<file path="src/rtl/rca_multicycle_seq.sv">
// rtl/rca_multicycle_seq.sv - WIDTH-bit add sequenced LSB-first over one shared external 8-bit adder slice.
module rca_multicycle_seq #(
  parameter int WIDTH = 32,
  parameter int IDXW  = 3
) (
  input  logic             clk,
  input  logic             rst_n,
  input  logic             in_valid,
  output logic             in_ready,
  input  logic [WIDTH-1:0] in_a,
  input  logic [WIDTH-1:0] in_b,
  input  logic             in_cin,
  output logic             out_valid,
  input  logic             out_ready,
  output logic [WIDTH-1:0] out_sum,
  output logic             out_cout,
  output logic             out_ovf,
  output logic             busy,
  output logic [7:0]       add_a,
  output logic [7:0]       add_b,
  output logic             add_cin,
  input  logic [7:0]       add_sum,
  input  logic             add_cout
);

  localparam int NS = WIDTH / 8;
  localparam logic [IDXW-1:0] LAST = IDXW'(NS - 1);

  typedef enum logic [1:0] {IDLE, RUN, DONE} state_t;

  state_t            state_q, state_d;
  logic [IDXW-1:0]   idx_q, idx_d;
  logic              carry_q, carry_d;
  logic [WIDTH-1:0]  a_q, a_d, b_q, b_d, sum_q, sum_d;

  always_ff @(posedge clk or negedge rst_n) begin
    if (!rst_n) begin
      state_q <= IDLE;
      idx_q   <= '0;
      carry_q <= 1'b0;
      a_q     <= '0;
      b_q     <= '0;
      sum_q   <= '0;
    end else begin
      state_q <= state_d;
      idx_q   <= idx_d;
      carry_q <= carry_d;
      a_q     <= a_d;
      b_q     <= b_d;
      sum_q   <= sum_d;
    end
  end

  always_comb begin
    state_d = state_q;
    idx_d   = idx_q;
    carry_d = carry_q;
    a_d     = a_q;
    b_d     = b_q;
    sum_d   = sum_q;
    case (state_q)
      IDLE: begin
        if (in_valid) begin
          a_d     = in_a;
          b_d     = in_b;
          carry_d = in_cin;
          idx_d   = '0;
          sum_d   = '0;
          state_d = RUN;
        end
      end
      RUN: begin
        for (int i = 0; i < NS; i++) begin
          if (idx_q == IDXW'(i)) sum_d[8*i +: 8] = add_sum;
        end
        carry_d = add_cout;
        idx_d   = idx_q + 1'b1;
        if (idx_q == LAST) state_d = DONE;
      end
      DONE: begin
        if (out_ready) state_d = IDLE;
      end
      default: state_d = IDLE;
    endcase
  end

  // Adder is driven only in RUN so it sees a quiet zero input otherwise.
  always_comb begin
    add_a   = '0;
    add_b   = '0;
    add_cin = 1'b0;
    if (state_q == RUN) begin
      add_cin = carry_q;
      for (int i = 0; i < NS; i++) begin
        if (idx_q == IDXW'(i)) begin
          add_a = a_q[8*i +: 8];
          add_b = b_q[8*i +: 8];
        end
      end
    end
  end

  // Results are exposed only in DONE, never the partially filled sum.
  always_comb begin
    in_ready  = (state_q == IDLE);
    busy      = (state_q != IDLE);
    out_valid = (state_q == DONE);
    out_sum   = out_valid ? sum_q : '0;
    out_cout  = out_valid & carry_q;
    out_ovf   = out_valid & (a_q[WIDTH-1] == b_q[WIDTH-1]) & (sum_q[WIDTH-1] != a_q[WIDTH-1]);
  end

endmodule

</file>
<file path="config.mk">
export PLATFORM = sky130hd
export DESIGN_NAME = rca_multicycle_seq
export DESIGN_NICKNAME = d
export VERILOG_FILES = /design/src/rtl/rca_multicycle_seq.sv
export SDC_FILE = /design/constraint.sdc
export NUM_CORES = 1
export LEC_CHECK = 0
export ABC_AREA = 0
export BUFFER_PORTS_ARGS = -buffer_cell sky130_fd_sc_hd__buf_2
export CORE_MARGIN = 3
export CORE_UTILIZATION = 50
export CTS_CLUSTER_DIAMETER = 30
export CTS_CLUSTER_SIZE = 8
export DETAILED_ROUTE_END_ITERATION = 7
export HOLD_SLACK_MARGIN = 0.02
export PLACE_DENSITY = 0.77
export SLEW_MARGIN = 20
export SYNTH_ARGS = -nofsm -noshare
export SYNTH_HDL_FRONTEND = slang
export SYNTH_SLANG_ARGS = --single-unit
</file>
<file path="constraint.sdc">
create_clock -name clk -period 3.1 [get_ports clk]
set_input_delay 0.465 -clock clk [delete_from_list [all_inputs] [get_ports clk]]
set_output_delay 0.465 -clock clk [all_outputs]
set_load 0.05 [all_outputs]
</file>
==> results by group <==
Worst setup path
  • Critical path type: flip-flop to primary output
  • FF-to-FF End: sum_q[20]$_DFFE_PN0P_
  • CP arrival: 2.45 ns
  • Internal reg-to-reg setup slack: 1.21 ns
  • Reg2reg start: idx_q[0]$_DFFE_PN0P_
  • Worst Reg-to-Reg Cells: 6
  • Startpoint types: flip-flop
  • Critical path fanouts, max: 16
  • Endpoint type of the worst setup path: primary output
  • Required time of the critical path: 2.63 ns

Synthesis
  • Mapped Area: 4633 sq um
  • Synthesized Nets: 482
  • Sequential-to-total area share from yosys stat: 0.5509
  • Ys Warns: 0
  • Syn_area_per_cell: 11.61 sq um
  • Register bit total from synthesis: 102
  • Number of distinct library cells after synthesis: 30
  • Synth Instances: 399

Final layout
  • Antenna diodes: 0
  • Layout cells sized above 1: 0.4030
  • # fillers: 756
  • Footprint of the multi-input gates: 1854 sq um
  • Storage element area: 2552 sq um
  • Post-layout util: 0.6288
  • Nets: 604
  • Area Growth Syn to Fin: 20.09%

Power and ir drop
  • Pleak: 2.723 nW
  • VDD IR max: 618.3 uV
  • PD cells: 1072 nW/um^2

STA
  • Final Skew: 0.01120 ns
  • Fin. max-slew vios: 0
  • Final worst setup slack: 0.1817 ns
  • Setup TNS: 0 ns
  • Hold slack: 0.1964 ns
  • Period Utilization, post-route: 0.9414
  • Post-layout min period: 2.918 ns
  • Max Fclk: 342.7 MHz
  • # setup viols final: 0
  • Actual slew at the worst max-slew pin: 0.8121 ns
  • RSZ-0062 raised after global routing: false
  • Slew headroom: 0.4586
  • Final hold violations: 0

Clock tree
  • Root buffer cell: clkbuf_8
  • H-Tree Depth: 3
  • CTS Buffer Depth: 2
  • Post-CTS Setup Bufs: 0
  • CTS tree: built
  • CTS sink count: 102
  • Post-CTS Hold Fix Bufs: 0
  • Clock Pin Slew Worst Setup and Hold Paths: 0.11 ns
  • Clk_lat worst skew: 0.36 ns
  • Cts bufs inserted: 9

Placed design
  • PortBufs: 131
  • Placer Congestion: 0.7895
  • Post-DP HPWL: 7919 um
  • Place WS: 0.4199 ns

Die
  • DIE HEIGHT: 102.3 um
  • Die area: 10460 sq um
  • Chip Width: 102.3 um
  • Core area: 8848 sq um
  • Initial Util: 0.5236
  • # IOs: 132
  • Num rows: 34

Global route
  • Gr usage total: 0.2198
  • Total gr overflow: 0
  • Initial antenna violation count: 0
  • First-pass GRT wire length: 17890 um
  • Largest net degree at the start of global routing: 85
  • Vias in the first global route: 3539

Drt
  • WL/cell: 17.65 um
  • DRC violations left: 0
  • First drt pass iteration count: 5
  • Post-DRT Antenna Nets: 0
  • Via density: 5.582
  • Initial DRC count: 236
  • Routed WL: 11190 um
  • Vias: 3539

Outcome
  • Status: complete, no violations

Min path
  • Min-delay worst type: input pin to async pin

Job
  • MaxCap Viol Count: 0
[through the flow]
step           cells  total power, mW  area (sq um)
2_1_floorplan    399            4.486          4633
3_3_place_gp     618            5.077          5366
3_5_place_dp     618            5.178          5366
4_1_cts          634            6.006          5562
5_1_grt          634            6.356          5564
6_report         634            5.964          5564
[synthesized netlist by cell type]
library cell  number  area share
clkbuf_1          12      0.0097
o21bai_1           2      0.0032
mux2_2            47        0.11
buf_4              1      0.0016
and4bb_2           3      0.0081
a22o_1            25       0.047
and2_1            34       0.046
inv_1             21       0.017
a21oi_1            1      0.0011
dfrtp_1          102        0.55
mux2i_1            1      0.0022
o21ai_0           28       0.030
a221oi_1          16       0.030
a22oi_1            1      0.0016
o31ai_1            8       0.013
clkbuf_2           1      0.0011
nand2_1           28       0.023
nor2_1            20       0.016
or2b_1             1      0.0016
nand3_1            1      0.0011
buf_2             14       0.015
or3_1              2      0.0027
nand2b_4           1      0.0030
o32ai_1           16       0.030
nor2b_1            2      0.0027
ha_1               5       0.014
nor3b_2            1      0.0027
mux2_1             1      0.0024
buf_6              3      0.0073
nand2b_1           1      0.0014
[power breakdown]
| part | switching (mW) | internal [mW] |
|---|---|---|
| Combinational | 1.83 | 1.09 |
| Clock | 0.482 | 0.326 |
| Sequential | 0.315 | 1.93 |
[routing by layer]
layer / track usage / part of all wire / vias to the layer above
met5: 0 / 0 / -
met4: 0.06963 / 0.012 / 0
met3: 0.04232 / 0.045 / 12
met2: 0.3613 / 0.52 / 100
met1: 0.2962 / 0.42 / 1760
li1: - / - / 1667
[sequential cells by signal, indices dropped and copies added (netlist names)]
name     flops
a_q         32
b_q         32
sum_q       32
idx_q        3
state_q      2
carry_q      1
[worst max-delay path: stages, from the launching register on]
cell     delay (ns)
dfrtp_1        0.43
ha_1           0.21
ha_1           0.24
or3_4          0.51
o32ai_1        0.37
buf_2          0.33
[placed cells by master, fill, tap and decap left out, types with 2 or more instances in the layout]
master	count
a22o_1	25
o32ai_1	16
o21bai_1	2
and2_1	34
nor2b_1	2
inv_1	21
buf_4	11
clkbuf_8	10
o21ai_0	28
nor2_1	20
clkinvlp_4	2
clkinv_4	2
a221oi_1	16
o31ai_1	8
mux2_2	47
ha_1	5
dfrtp_1	102
buf_2	130
and4bb_2	3
nand2_1	27
[what timing repair did]
item                                    CTS  global route
pin swaps                                 0             0
resized for setup                         1             1
endpoints found under the setup margin    1             1
[how the worst max path moves through the flow]
stage / end / from
after global routing: add_a[7] / idx_q[0]$_DFFE_PN0P_
after CTS: add_a[7] / state_q[0]$_DFFE_PN0P_
after global placement: add_a[4] / idx_q[0]$_DFFE_PN0P_
after detailed placement: add_a[7] / idx_q[0]$_DFFE_PN0P_
final: add_a[7] / idx_q[0]$_DFFE_PN0P_
after floorplan: add_a[0] / idx_q[0]$_DFFE_PN0P_
[logic make-up (layout without fill, tap and decap cells)]
| group | count (synthesis) | after routing | synth area share |
|---|---|---|---|
| buffers and inverters | 52 | 179 | 0.05185 |
| muxes | 49 | 49 | 0.1188 |
| DFF | 102 | 102 | 0.5509 |
| AOI/OAI and AO/OA | 97 | 97 | 0.1569 |
| adders and majority gates | 5 | 5 | 0.01350 |
| and+or+nand+nor | 94 | 94 | 0.1080 |
[layout make-up]
cell class / count / share of cell area
multi-input cells: 245 / 0.3333
well taps: 108 / 0.02429
clock inverters: 6 / 0.009445
repair buffers: 142 / 0.1354
clock buffers: 10 / 0.02474
inverters: 21 / 0.01417
flip-flops and latches: 102 / 0.4587
(Power assumes the default switching activity.)
